## src/rtl/data_cache_if.sv

```systemverilog
// Bus bundle between the MEM stage / data memory and the L1 data cache.
interface data_cache_if #(
   parameter int unsigned BLOCK_SIZE = 4
) ();

   // CPU (MEM stage) side
   logic                       MemRead;
   logic                       MemWrite;
   logic [31:0]                Addr;
   logic [31:0]                WriteData;
   logic [31:0]                ReadData;
   logic                       Stall;

   // Data memory side
   logic [31:0]                MemAddress;
   logic                       ReadMiss;
   logic                       MemWriteThrough;
   logic [31:0]                MemWriteData;
   logic [32*BLOCK_SIZE-1:0]   MemReadData;
   logic                       MemReadReady;
   logic                       MemWriteReady;

   // Statistics
   logic [31:0]                HitCount;
   logic [31:0]                MissCount;

   // Cache view
   modport slave (
      input  MemRead, MemWrite, Addr, WriteData,
      input  MemReadData, MemReadReady, MemWriteReady,
      output ReadData, Stall,
      output MemAddress, ReadMiss, MemWriteThrough, MemWriteData,
      output HitCount, MissCount
   );

   // Pipeline + memory view
   modport master (
      output MemRead, MemWrite, Addr, WriteData,
      output MemReadData, MemReadReady, MemWriteReady,
      input  ReadData, Stall,
      input  MemAddress, ReadMiss, MemWriteThrough, MemWriteData,
      input  HitCount, MissCount
   );

endinterface

```

## src/rtl/data_cache.sv

```systemverilog
// Direct-mapped, write-through, write-allocate L1 data cache.
// Optional hit/miss statistics counters are built when DCACHE_STATS_EN is defined;
// otherwise HitCount/MissCount read as zero and no counter flops exist.
module data_cache #(
   parameter int unsigned SETS       = 8,
   parameter int unsigned INDEX_BITS = 3,
   parameter int unsigned BLOCK_SIZE = 4
) (
   input logic         Clk,
   input logic         Rst,
   data_cache_if.slave bus
);

   localparam int unsigned OFF_BITS = $clog2(BLOCK_SIZE);
   localparam int unsigned IDX_LSB  = 2 + OFF_BITS;
   localparam int unsigned TAG_LSB  = IDX_LSB + INDEX_BITS;
   localparam int unsigned TAG_BITS = 32 - TAG_LSB;

   typedef enum logic [1:0] {
      S_IDLE    = 2'd0,
      S_RD_MISS = 2'd1,
      S_WR_THRU = 2'd2,
      S_DONE    = 2'd3
   } state_t;

   state_t                  r_state;
   state_t                  w_next_state;

   logic [SETS-1:0]         r_valid;
   logic [TAG_BITS-1:0]     r_tag  [SETS];
   logic [31:0]             r_data [SETS][BLOCK_SIZE];

   logic                    r_sw_flag;
   logic [31:0]             r_mem_addr;
   logic [31:0]             r_mem_wdata;

   logic [INDEX_BITS-1:0]   w_req_idx;
   logic [OFF_BITS-1:0]     w_req_off;
   logic [TAG_BITS-1:0]     w_req_tag;
   logic [INDEX_BITS-1:0]   w_mem_idx;
   logic [OFF_BITS-1:0]     w_mem_off;
   logic [TAG_BITS-1:0]     w_mem_tag;
   logic                    w_hit;

   logic                    w_stall;
   logic [31:0]             w_read_data;
   logic                    w_latch;
   logic                    w_set_sw;
   logic                    w_hit_wr;
   logic                    w_install;
   logic                    w_count_hit;
   logic                    w_count_miss;
   logic                    w_unused_addr;

   // Address field decode for the incoming request and the latched request
   assign w_req_idx = bus.Addr[IDX_LSB +: INDEX_BITS];
   assign w_req_off = bus.Addr[2 +: OFF_BITS];
   assign w_req_tag = bus.Addr[TAG_LSB +: TAG_BITS];
   assign w_mem_idx = r_mem_addr[IDX_LSB +: INDEX_BITS];
   assign w_mem_off = r_mem_addr[2 +: OFF_BITS];
   assign w_mem_tag = r_mem_addr[TAG_LSB +: TAG_BITS];
   assign w_hit     = r_valid[w_req_idx] && (r_tag[w_req_idx] == w_req_tag);

   // Byte-within-word bits carry no meaning for word accesses
   assign w_unused_addr = ^bus.Addr[1:0];

   // State register
   always_ff @(posedge Clk or posedge Rst) begin
      if (Rst) r_state <= S_IDLE;
      else     r_state <= w_next_state;
   end

   // Next state, stall/read data and array/latch enables; all quiet while in reset
   always_comb begin
      w_next_state = r_state;
      w_stall      = 1'b0;
      w_read_data  = 32'd0;
      w_latch      = 1'b0;
      w_set_sw     = 1'b0;
      w_hit_wr     = 1'b0;
      w_install    = 1'b0;
      w_count_hit  = 1'b0;
      w_count_miss = 1'b0;
      if (!Rst) begin
         case (r_state)
            S_IDLE: begin
               if (bus.MemWrite) begin
                  w_stall = 1'b1;
                  w_latch = 1'b1;
                  if (w_hit) begin
                     w_hit_wr     = 1'b1;
                     w_count_hit  = 1'b1;
                     w_next_state = S_WR_THRU;
                  end else begin
                     w_set_sw     = 1'b1;
                     w_count_miss = 1'b1;
                     w_next_state = S_RD_MISS;
                  end
               end else if (bus.MemRead) begin
                  if (w_hit) begin
                     w_read_data = r_data[w_req_idx][w_req_off];
                     w_count_hit = 1'b1;
                  end else begin
                     w_stall      = 1'b1;
                     w_latch      = 1'b1;
                     w_count_miss = 1'b1;
                     w_next_state = S_RD_MISS;
                  end
               end
            end
            S_RD_MISS: begin
               w_stall = 1'b1;
               if (bus.MemReadReady) begin
                  w_install    = 1'b1;
                  w_next_state = S_DONE;
               end
            end
            S_WR_THRU: begin
               w_stall = 1'b1;
               if (bus.MemWriteReady) w_next_state = S_DONE;
            end
            S_DONE: begin
               w_read_data  = r_data[w_mem_idx][w_mem_off];
               w_next_state = S_IDLE;
            end
            default: w_next_state = S_IDLE;
         endcase
      end
   end

   // Valid bits, pending-store flag and the latched memory request
   always_ff @(posedge Clk or posedge Rst) begin
      if (Rst) begin
         r_valid     <= '0;
         r_sw_flag   <= 1'b0;
         r_mem_addr  <= 32'd0;
         r_mem_wdata <= 32'd0;
      end else begin
         if (w_latch) r_mem_addr <= bus.Addr;
         if (w_latch && bus.MemWrite) r_mem_wdata <= bus.WriteData;
         if (w_set_sw) r_sw_flag <= 1'b1;
         if (w_install) begin
            r_valid[w_mem_idx] <= 1'b1;
            r_sw_flag          <= 1'b0;
         end
      end
   end

   // Tag/data arrays: store hits update one word; fills merge a pending store word
   always_ff @(posedge Clk) begin
      if (w_hit_wr) r_data[w_req_idx][w_req_off] <= bus.WriteData;
      if (w_install) begin
         r_tag[w_mem_idx] <= w_mem_tag;
         for (int unsigned w = 0; w < BLOCK_SIZE; w++) begin
            if (r_sw_flag && (OFF_BITS'(w) == w_mem_off))
               r_data[w_mem_idx][OFF_BITS'(w)] <= r_mem_wdata;
            else
               r_data[w_mem_idx][OFF_BITS'(w)] <= bus.MemReadData[32*w +: 32];
         end
      end
   end

`ifdef DCACHE_STATS_EN
   logic [31:0] r_hit_count;
   logic [31:0] r_miss_count;

   // Free-running wrap-around access statistics
   always_ff @(posedge Clk or posedge Rst) begin
      if (Rst) begin
         r_hit_count  <= 32'd0;
         r_miss_count <= 32'd0;
      end else begin
         if (w_count_hit)  r_hit_count  <= r_hit_count + 32'd1;
         if (w_count_miss) r_miss_count <= r_miss_count + 32'd1;
      end
   end

   assign bus.HitCount  = r_hit_count;
   assign bus.MissCount = r_miss_count;
`else
   logic w_unused_stats;
   assign w_unused_stats = w_count_hit ^ w_count_miss;
   assign bus.HitCount   = 32'd0;
   assign bus.MissCount  = 32'd0;
`endif

   // Memory requests come straight from the registered state
   assign bus.ReadMiss        = (r_state == S_RD_MISS);
   assign bus.MemWriteThrough = (r_state == S_WR_THRU) || ((r_state == S_RD_MISS) && r_sw_flag);
   assign bus.MemAddress      = r_mem_addr;
   assign bus.MemWriteData    = r_mem_wdata;
   assign bus.Stall           = w_stall;
   assign bus.ReadData        = w_read_data;

endmodule

```

## src/flat_wrapper.sv

```systemverilog
// flat-port wrapper written by rule: the top's interface ports become plain ports
module data_cache_flat 
#(
   parameter int unsigned SETS       = 8,
   parameter int unsigned INDEX_BITS = 3,
   parameter int unsigned BLOCK_SIZE = 4
)
  (Clk, Rst, bus_MemRead, bus_MemWrite, bus_Addr, bus_WriteData, bus_MemReadData, bus_MemReadReady, bus_MemWriteReady, bus_ReadData, bus_Stall, bus_MemAddress, bus_ReadMiss, bus_MemWriteThrough, bus_MemWriteData, bus_HitCount, bus_MissCount);
  data_cache_if #(.BLOCK_SIZE(BLOCK_SIZE)) bus_i ();
  input logic Clk;
  input logic Rst;
  input wire logic [$bits(bus_i.MemRead)-1:0] bus_MemRead;
  input wire logic [$bits(bus_i.MemWrite)-1:0] bus_MemWrite;
  input wire logic [$bits(bus_i.Addr)-1:0] bus_Addr;
  input wire logic [$bits(bus_i.WriteData)-1:0] bus_WriteData;
  input wire logic [$bits(bus_i.MemReadData)-1:0] bus_MemReadData;
  input wire logic [$bits(bus_i.MemReadReady)-1:0] bus_MemReadReady;
  input wire logic [$bits(bus_i.MemWriteReady)-1:0] bus_MemWriteReady;
  output wire logic [$bits(bus_i.ReadData)-1:0] bus_ReadData;
  output wire logic [$bits(bus_i.Stall)-1:0] bus_Stall;
  output wire logic [$bits(bus_i.MemAddress)-1:0] bus_MemAddress;
  output wire logic [$bits(bus_i.ReadMiss)-1:0] bus_ReadMiss;
  output wire logic [$bits(bus_i.MemWriteThrough)-1:0] bus_MemWriteThrough;
  output wire logic [$bits(bus_i.MemWriteData)-1:0] bus_MemWriteData;
  output wire logic [$bits(bus_i.HitCount)-1:0] bus_HitCount;
  output wire logic [$bits(bus_i.MissCount)-1:0] bus_MissCount;
  assign bus_i.MemRead = bus_MemRead;
  assign bus_i.MemWrite = bus_MemWrite;
  assign bus_i.Addr = bus_Addr;
  assign bus_i.WriteData = bus_WriteData;
  assign bus_i.MemReadData = bus_MemReadData;
  assign bus_i.MemReadReady = bus_MemReadReady;
  assign bus_i.MemWriteReady = bus_MemWriteReady;
  assign bus_ReadData = bus_i.ReadData;
  assign bus_Stall = bus_i.Stall;
  assign bus_MemAddress = bus_i.MemAddress;
  assign bus_ReadMiss = bus_i.ReadMiss;
  assign bus_MemWriteThrough = bus_i.MemWriteThrough;
  assign bus_MemWriteData = bus_i.MemWriteData;
  assign bus_HitCount = bus_i.HitCount;
  assign bus_MissCount = bus_i.MissCount;
  data_cache #(.SETS(SETS), .INDEX_BITS(INDEX_BITS), .BLOCK_SIZE(BLOCK_SIZE)) u_core (.Clk(Clk), .Rst(Rst), .bus(bus_i));
endmodule
```

## config.mk

```make
export PLATFORM = sky130hd
export DESIGN_NAME = data_cache_flat
export DESIGN_NICKNAME = d
export VERILOG_FILES = /design/src/rtl/data_cache_if.sv /design/src/rtl/data_cache.sv /design/src/flat_wrapper.sv
export SDC_FILE = /design/constraint.sdc
export NUM_CORES = 2
export LEC_CHECK = 0
export CORE_UTILIZATION = 35
export DETAILED_ROUTE_END_ITERATION = 8
export GPL_TIMING_DRIVEN = 0
export PLACE_DENSITY_LB_ADDON = 0.1
export RECOVER_POWER = 100
export SETUP_SLACK_MARGIN = 0.1
export SYNTH_ARGS = -nofsm -noshare
export SYNTH_HDL_FRONTEND = slang
export SYNTH_SLANG_ARGS = --single-unit
```

## constraint.sdc

```tcl
create_clock -name Clk -period 6.8 [get_ports Clk]
set_input_delay 1.02 -clock Clk [delete_from_list [all_inputs] [get_ports Clk]]
set_output_delay 1.02 -clock Clk [all_outputs]
set_load 0.02 [all_outputs]
```

# [After elaboration in Yosys (flattened, before gate mapping)]
# Memory sizes are Yosys's and may differ from the RTL's.
# Cells that the tools add are included.
[op_classes] magnitude_cmp=6 n_reduce_logical=16 eq_ne=11 muxes=78 n_bitwise=8
[op_table] op="two-way mux 32 bit" count=13
[op_table] op="two-way mux 128 bit" count=3
[op_table] op="binary-select mux 32 bit (select 2 bit)" count=2
[op_table] op="OR reduction 128 bit" count=1
[op_table] op="demux 32 bit (select 2 bit)" count=1
[op_table] op="case mux 32 bit (2 select lines)" count=1
[op_table] op="two-way mux 1 bit" count=47
[op_table] op="equality test 25 bit" count=1
[op_table] op="two-way mux 2 bit" count=6
[op_table] op="logical AND 1 bit" count=9
[op_table] op="less-than comparator 3 x 4 -> 1 bit, second input constant" count=2
[op_table] op="bitwise OR 8 bit" count=1
[op_table] op="case mux 2 bit (4 select lines)" count=1
[op_table] op=">= comparator 3 bit, second input constant" count=2
[op_table] op="inequality test 3 bit, second input constant" count=2
[op_table] op="inverter 2 -> 3 bit" count=2
[op_table] op="AND reduction 5 bit" count=1
[op_table] op="equality test 2 bit, first input constant" count=2
[op_table] op="equality test 2 bit, second input constant" count=2
[op_table] op="zero test 2 bit" count=2
[op_table] op="inequality test 2 bit, second input constant" count=2
[op_table] op="bitwise OR 1 bit" count=4
[op_table] op="binary-select mux 1 bit (select 3 bit)" count=1
[op_table] op="demux 1 bit (select 3 bit)" count=1
[op_table] op="other kinds (10)" count=10
[word_totals] n_memories=2 ff_bits=75 ramBits=1224
[memory_table] memory="u_core.r_data" depth=8 word_bits=128 read_ports=2 rd_ports_with_merged_regs=0 wr=1 line="data_cache.sv:31" source="logic [31:0] r_data [SETS][BLOCK_SIZE];"
[memory_table] memory="u_core.r_tag" depth=8 word_bits=25 read_ports=1 rd_ports_with_merged_regs=0 wr=1 line="data_cache.sv:30" source="logic [TAG_BITS-1:0] r_tag [SETS];"

# [Longest topological paths before layout]
[logic_depth] word_depth=10 ltp_mapped=13 mapped_depth_nobuf=8

# [Worst setup path after synthesis]
# OpenSTA, ideal clock, no wires.
[synth_timing] path_type="input to register" startpoint="in Rst" endpoint="mem u_core.r_data[1][32] (netlist name) (enable)" path_buffers=0 t_required_ns=6.330 stages=5 setup_slack_ns=-0.047 t_arrival_ns=6.377 setup_ns=0.470 cell_sequence="inv_1 > nand3_1 > mux2i_1 > nand2_1 > o31ai_1"
[synth_via] elab_chain_len=6 elab_cells_between_ends=27 classes_between="22 x mux; 4 x bitwise; 1 x reduce/logical"
[synth_rtl] element="from (decl)" line="flat_wrapper.sv:11" source="input logic Rst;"
[synth_rtl] element="two-way mux 1 bit" line="data_cache.sv:84" source="if (!Rst) begin"
[synth_rtl] element="two-way mux 1 bit" line="data_cache.sv:152" source="if (w_install) begin"
[synth_rtl] element="two-way mux 1 bit (on tied branches)" line="data_cache.sv:156, data_cache.sv:158"
[synth_rtl] element="bitwise OR 1 bit (no line)"
[synth_rtl] element="OR reduction 128 bit (no line)"
[synth_rtl] element="two-way mux 3 bit (no line) / two-way mux 128 bit (equally long branches)"
[synth_rtl] element="to (decl)" line="data_cache.sv:31"
# Several ways; a longest one is shown, not always the timed one.

# [Worst setup path in the final report]
[layout_timing] startpoint="in bus_Addr[5]" endpoint="mem u_core.r_data[2][44] (netlist name) (enable)"
[layout_via] elab_chain_len=10 elab_cells_between_ends=13 classes_between="1 x eq/ne; 10 x mux; 1 x reduce/logical; 1 x memory"
[layout_rtl] element="from (decl)" line="flat_wrapper.sv:14" source="input wire logic [$bits(bus_i.Addr)-1:0] bus_Addr;"
[layout_rtl] element="memory (8 x 25 bit) / binary-select mux 1 bit (select 3 bit) (equally long branches)"
[layout_rtl] element="equality test 25 bit / two-way mux 1 bit (equally long branches)" line="data_cache.sv:62" source="assign w_hit = r_valid[w_req_idx] && (r_tag[w_req_idx] == w_req_tag);"
[layout_rtl] element="logical AND 1 bit" line="data_cache.sv:62"
[layout_rtl] element="two-way mux 1 bit"
[layout_rtl] element="two-way mux 1 bit" line="data_cache.sv:87" source="if (bus.MemWrite) begin"
[layout_rtl] element="two-way mux 1 bit" line="data_cache.sv:85" source="case (r_state)"
[layout_rtl] element="two-way mux 1 bit" line="data_cache.sv:84"
[layout_rtl] element="two-way mux 1 bit" line="data_cache.sv:151" source="if (w_hit_wr) r_data[w_req_idx][w_req_off] <= bus.WriteData;"
[layout_rtl] element="two-way mux 128 bit (not written as such)" line="data_cache.sv:151"
[layout_rtl] element="two-way mux 128 bit (no line)"
# Several ways; a longest one is shown, not always the timed one. The select of a mux whose other input is x is not followed.

==> metrics.md <==
| Metric | Value |
|---|---|
| Min-delay worst type | `flop to flop` |
| DP Cell Count | `about 6000` |
| Die Y-Extent | `approximately 420 um` |
| Async SR Flop Fraction | `5.77%` |
| Relative slew slack | `-64.1%` |
| DR WL/cell | `40.7 um` |
| Crit path time final | `a little under 7 ns` |
| Sequential fraction of the synthesis area | `roughly 63%` |
| Vias in the first global route | `37911` |
| Post-synthesis cell type count | `53` |
| Failing checks | `capacitance limit, slew limit` |
| Run status | `complete, but fails checks` |
| CTS H-tree depth | `4` |
| Number of buffers created by CTS | `between 100 and 150` |
| Clk_lat worst skew | `between 0.8 and 0.9 ns` |
| R2R Setup Slk | `approximately 0.74 ns` |
| CP max FO | `10` |
| Number of flops mapped to enable cells by yosys | `1224` |
| Power density of the placed cells | `365 mW/mm2` |
| Clk_skew | `approximately 0.044 ns` |
| Quantity of hold-fixing buffers added after cts | `0` |
| Global-route usage over all layers | `29.2%` |
| Yosys Warn Count | `0` |
| Sink Count | `1299` |
| Worst Hold Path Cells | `1` |
| Placed inst area | `around 0.07 mm2` |
| Die Wd | `419 um` |
| Initial DRC Count | `between 5000 and 6000` |
| Post-route setup slack | `between 0.02 and 0.025 ns` |
| Drt first pass iters | `8` |
| Die area | `between 0.15 and 0.2 mm2` |
| Peak Freq | `between 100 and 150 MHz` |
| Initial antenna violation count | `21` |
| Layout Area Growth over Synthesis | `20.0%` |
| Data arrival time of the worst path | `7.29 ns` |
| Vias per cell | `roughly 6.1` |
| Hold endpoint | `u_core.r_valid[5]` |
| Worst vdd ir | `around 0.28 mV` |
| Final period util | `~100%` |
| Worst Min Path Start | `u_core.r_valid[5]` |
| Layout cells sized above 1 | `29.5%` |
| Core area | `about 0.17 mm2` |
| Largest net degree at the start of global routing | `50` |
| CP Class | `input pin to flop` |
| DP Worst Slack | `-2.44 ns` |
| Clock-pin slew on the worst setup and hold paths | `approximately 0.07 ns` |
| Setup-failing EPs final | `0` |
| Cell row count | `152` |
| Clock Tree Root | `clkbuf_16` |
| Post-DP HPWL | `191000 um` |
| CTS Buffer Depth | `3` |
| Worst Reg-to-Reg Cells | `9` |
| GPL Wtd Cong | `between 0.9 and 1` |
| Final Cell Area | `0.0732 mm2` |
| Worst setup EP type | `flop` |
| Nets | `4089` |
| Most used DFF post-synth | `edfxtp_1` |
| Startpoint type of the worst setup path | `input pin` |
| Synthesized flop and latch total | `between 1000 and 1500` |
| Final ANT Viol Nets | `0` |
| Non-filler cells, final | `6322` |
| Slew at the pin with the worst max-slew slack | `between 2 and 2.5 ns` |
| Hold Fails Final Rpt | `0` |
| Slew Limit Fails | `373` |
| Number of I/O pins | `between 300 and 400` |
| Worst hold slack | `between 0.4 and 0.5 ns` |
| Leakage | `about 24 nW` |
| Reg2reg start | `u_core.bus.MemAddress[6]` |
| Via count | `between 30000 and 40000` |
| # port buffers | `roughly 290` |
| Starting Density | `a little over a third` |
| CTS tree | `built` |
| Area of the mapped netlist | `0.0610 mm2` |
| Req. time, crit path | `~7.3 ns` |
| # DRC | `0` |
| Overflow after GRT | `0` |
| First-pass GRT wire length | `around 340000 um` |
| Reg2reg end | `u_core.r_data[6][11]` |
| RSZ-0062 raised after global routing | `true` |
| Max-Cap Viols | `32` |
| Post-Syn Instances | `about 3300` |
| Synth Area per Inst | `about 19 um2` |
| Total routed wirelength | `~260000 um` |
-- final cells by class --
| class | count | area, um2 |
|---|---|---|
| flip-flops and latches | 1299 | 38600 |
| clock inverters | 80 | 762 |
| plain buffers | 315 | 1810 |
| fillers | 15420 | 99100 |
| well taps | 2310 | 2890 |
| clock buffers | 185 | 3920 |
| multi-input cells | 1699 | 21200 |
| diodes | 9 | 22.5 |
| repair buffers | 409 | 3900 |
| inverters | 16 | 62.6 |
-- kinds of logic after synthesis --
group	after synthesis	synth area share, %
DFF	1299	63.3
xor gates and xnor gates	15	0.215
adders and majority gates	4	0.0821
other	1	0.00615
AOI/OAI and AO/OA	313	3.29
muxes	858	27.3
buffers and inverters	332	2.64
and+or+nand+nor	445	3.14
-- cells in the final DEF (no fill, tap or decap), drive strengths merged, types with 4 or more instances in the layout --
cell | Yosys | final
dfrtp | 75 | 75
nand2 | 311 | 311
inv | 16 | 20
dlygate4sd3 | 0 | 82
a211oi | 36 | 36
a21oi | 40 | 40
mux2 | 98 | 98
ha | 4 | 4
clkinvlp | 0 | 4
o31ai | 32 | 32
a22oi | 19 | 19
buf | 157 | 158
mux4 | 634 | 634
nor2b | 33 | 33
mux2i | 126 | 126
nand3 | 14 | 14
clkbuf | 159 | 441
clkinv | 0 | 67
bufinv | 0 | 5
nand2b | 12 | 12
and3 | 13 | 13
conb | 1 | 64
clkdlybuf4s15 | 0 | 17
o21ai | 36 | 36
nand3b | 5 | 5
diode | 0 | 9
xor2 | 14 | 14
o22ai | 5 | 5
edfxtp | 1224 | 1224
a31oi | 130 | 130
nor2 | 39 | 39
clkdlybuf4s50 | 0 | 208
-- worst max-delay path, cell delays in order --
cell and delay [ns]:
clkdlybuf4s50_1 0.57, buf_6 0.25, nor2_1 0.25, clkbuf_4 0.34, a22oi_1 0.14, a21oi_1 0.23
o22ai_1 0.14, nor4_4 0.25, buf_4 0.20, nand2_1 0.06, or4_1 0.58, clkbuf_1 0.21
clkbuf_1 0.31, o31ai_4 0.69, clkbuf_1 0.83, clkbuf_1 0.90, buf_8 0.26
-- cells in the mapped netlist (30+ instances only) --
cell type,number,area (um2)
a211oi_1,36,270
a21oi_1,40,200
a31oi_1,130,813
buf_1,42,158
buf_2,38,190
buf_4,70,526
clkbuf_1,159,597
dfrtp_1,75,1880
edfxtp_1,1224,36800
mux2_1,30,338
mux2_2,68,766
mux2i_1,126,1260
mux4_2,634,14300
nand2_1,311,1170
nor2_1,39,146
nor2b_1,33,206
o31ai_1,32,240
-- flip-flops by register name, indices dropped and copies added (netlist names) --
signal / count
u_core.r_sw_flag: 1
u_core.bus.MemAddress: 32
u_core.r_valid: 8
u_core.r_tag: 200
u_core.r_data: 1024
u_core.r_state: 2
u_core.bus.MemWriteData: 32
-- repair_timing --
action,CTS,global route
pin swaps,3,5
setup endpoints to repair,315,24
buffers inserted,2,1
resized for setup,167,20
-- stage by stage --
stage / power [mW] / TNS (ns) / util, %
CTS: 26.8 / 0 / 43.5
detailed placement: 19.0 / -415.51 / 40.5
floorplan: 14.8 / -23.82 / -
global placement: 18.8 / -9198.39 / 38.9
finish: 26.7 / 0 / 42.5
global route: 27.3 / 0 / 42.5
-- worst max path at each step --
stage                              from  slack (ns)               endpoint  depth (start not counted)
6_report                    bus_Addr[5]        0.02   u_core.r_data[2][44]                         17
5_1_grt                     bus_Addr[5]        0.05   u_core.r_data[2][44]                         16
4_1_cts        u_core.bus.MemAddress[6]        0.09        bus_ReadData[8]                          9
3_5_place_dp                bus_Addr[5]       -2.44       bus_ReadData[15]                         12
3_3_place_gp                        Rst       -8.10  u_core.r_data[4][107]                          6
2_1_floorplan                       Rst       -0.05   u_core.r_data[1][32]                          5
-- routing by layer --
layer / vias up / share of wire (%) / global-route usage (%)
met5: - / 0.010 / 0
met1: 21197 / 38 / 38.4
met2: 2168 / 48 / 47.0
li1: 14853 / - / -
met4: 4 / 4.6 / 12.0
met3: 448 / 9.2 / 6.22
-- report_power, final --
| group | internal, mW | switching (mW) |
|---|---|---|
| registers | 9.50 | 0.576 |
| clock network | 4.33 | 3.50 |
| logic | 3.43 | 5.36 |
(Power assumes the default switching activity.)
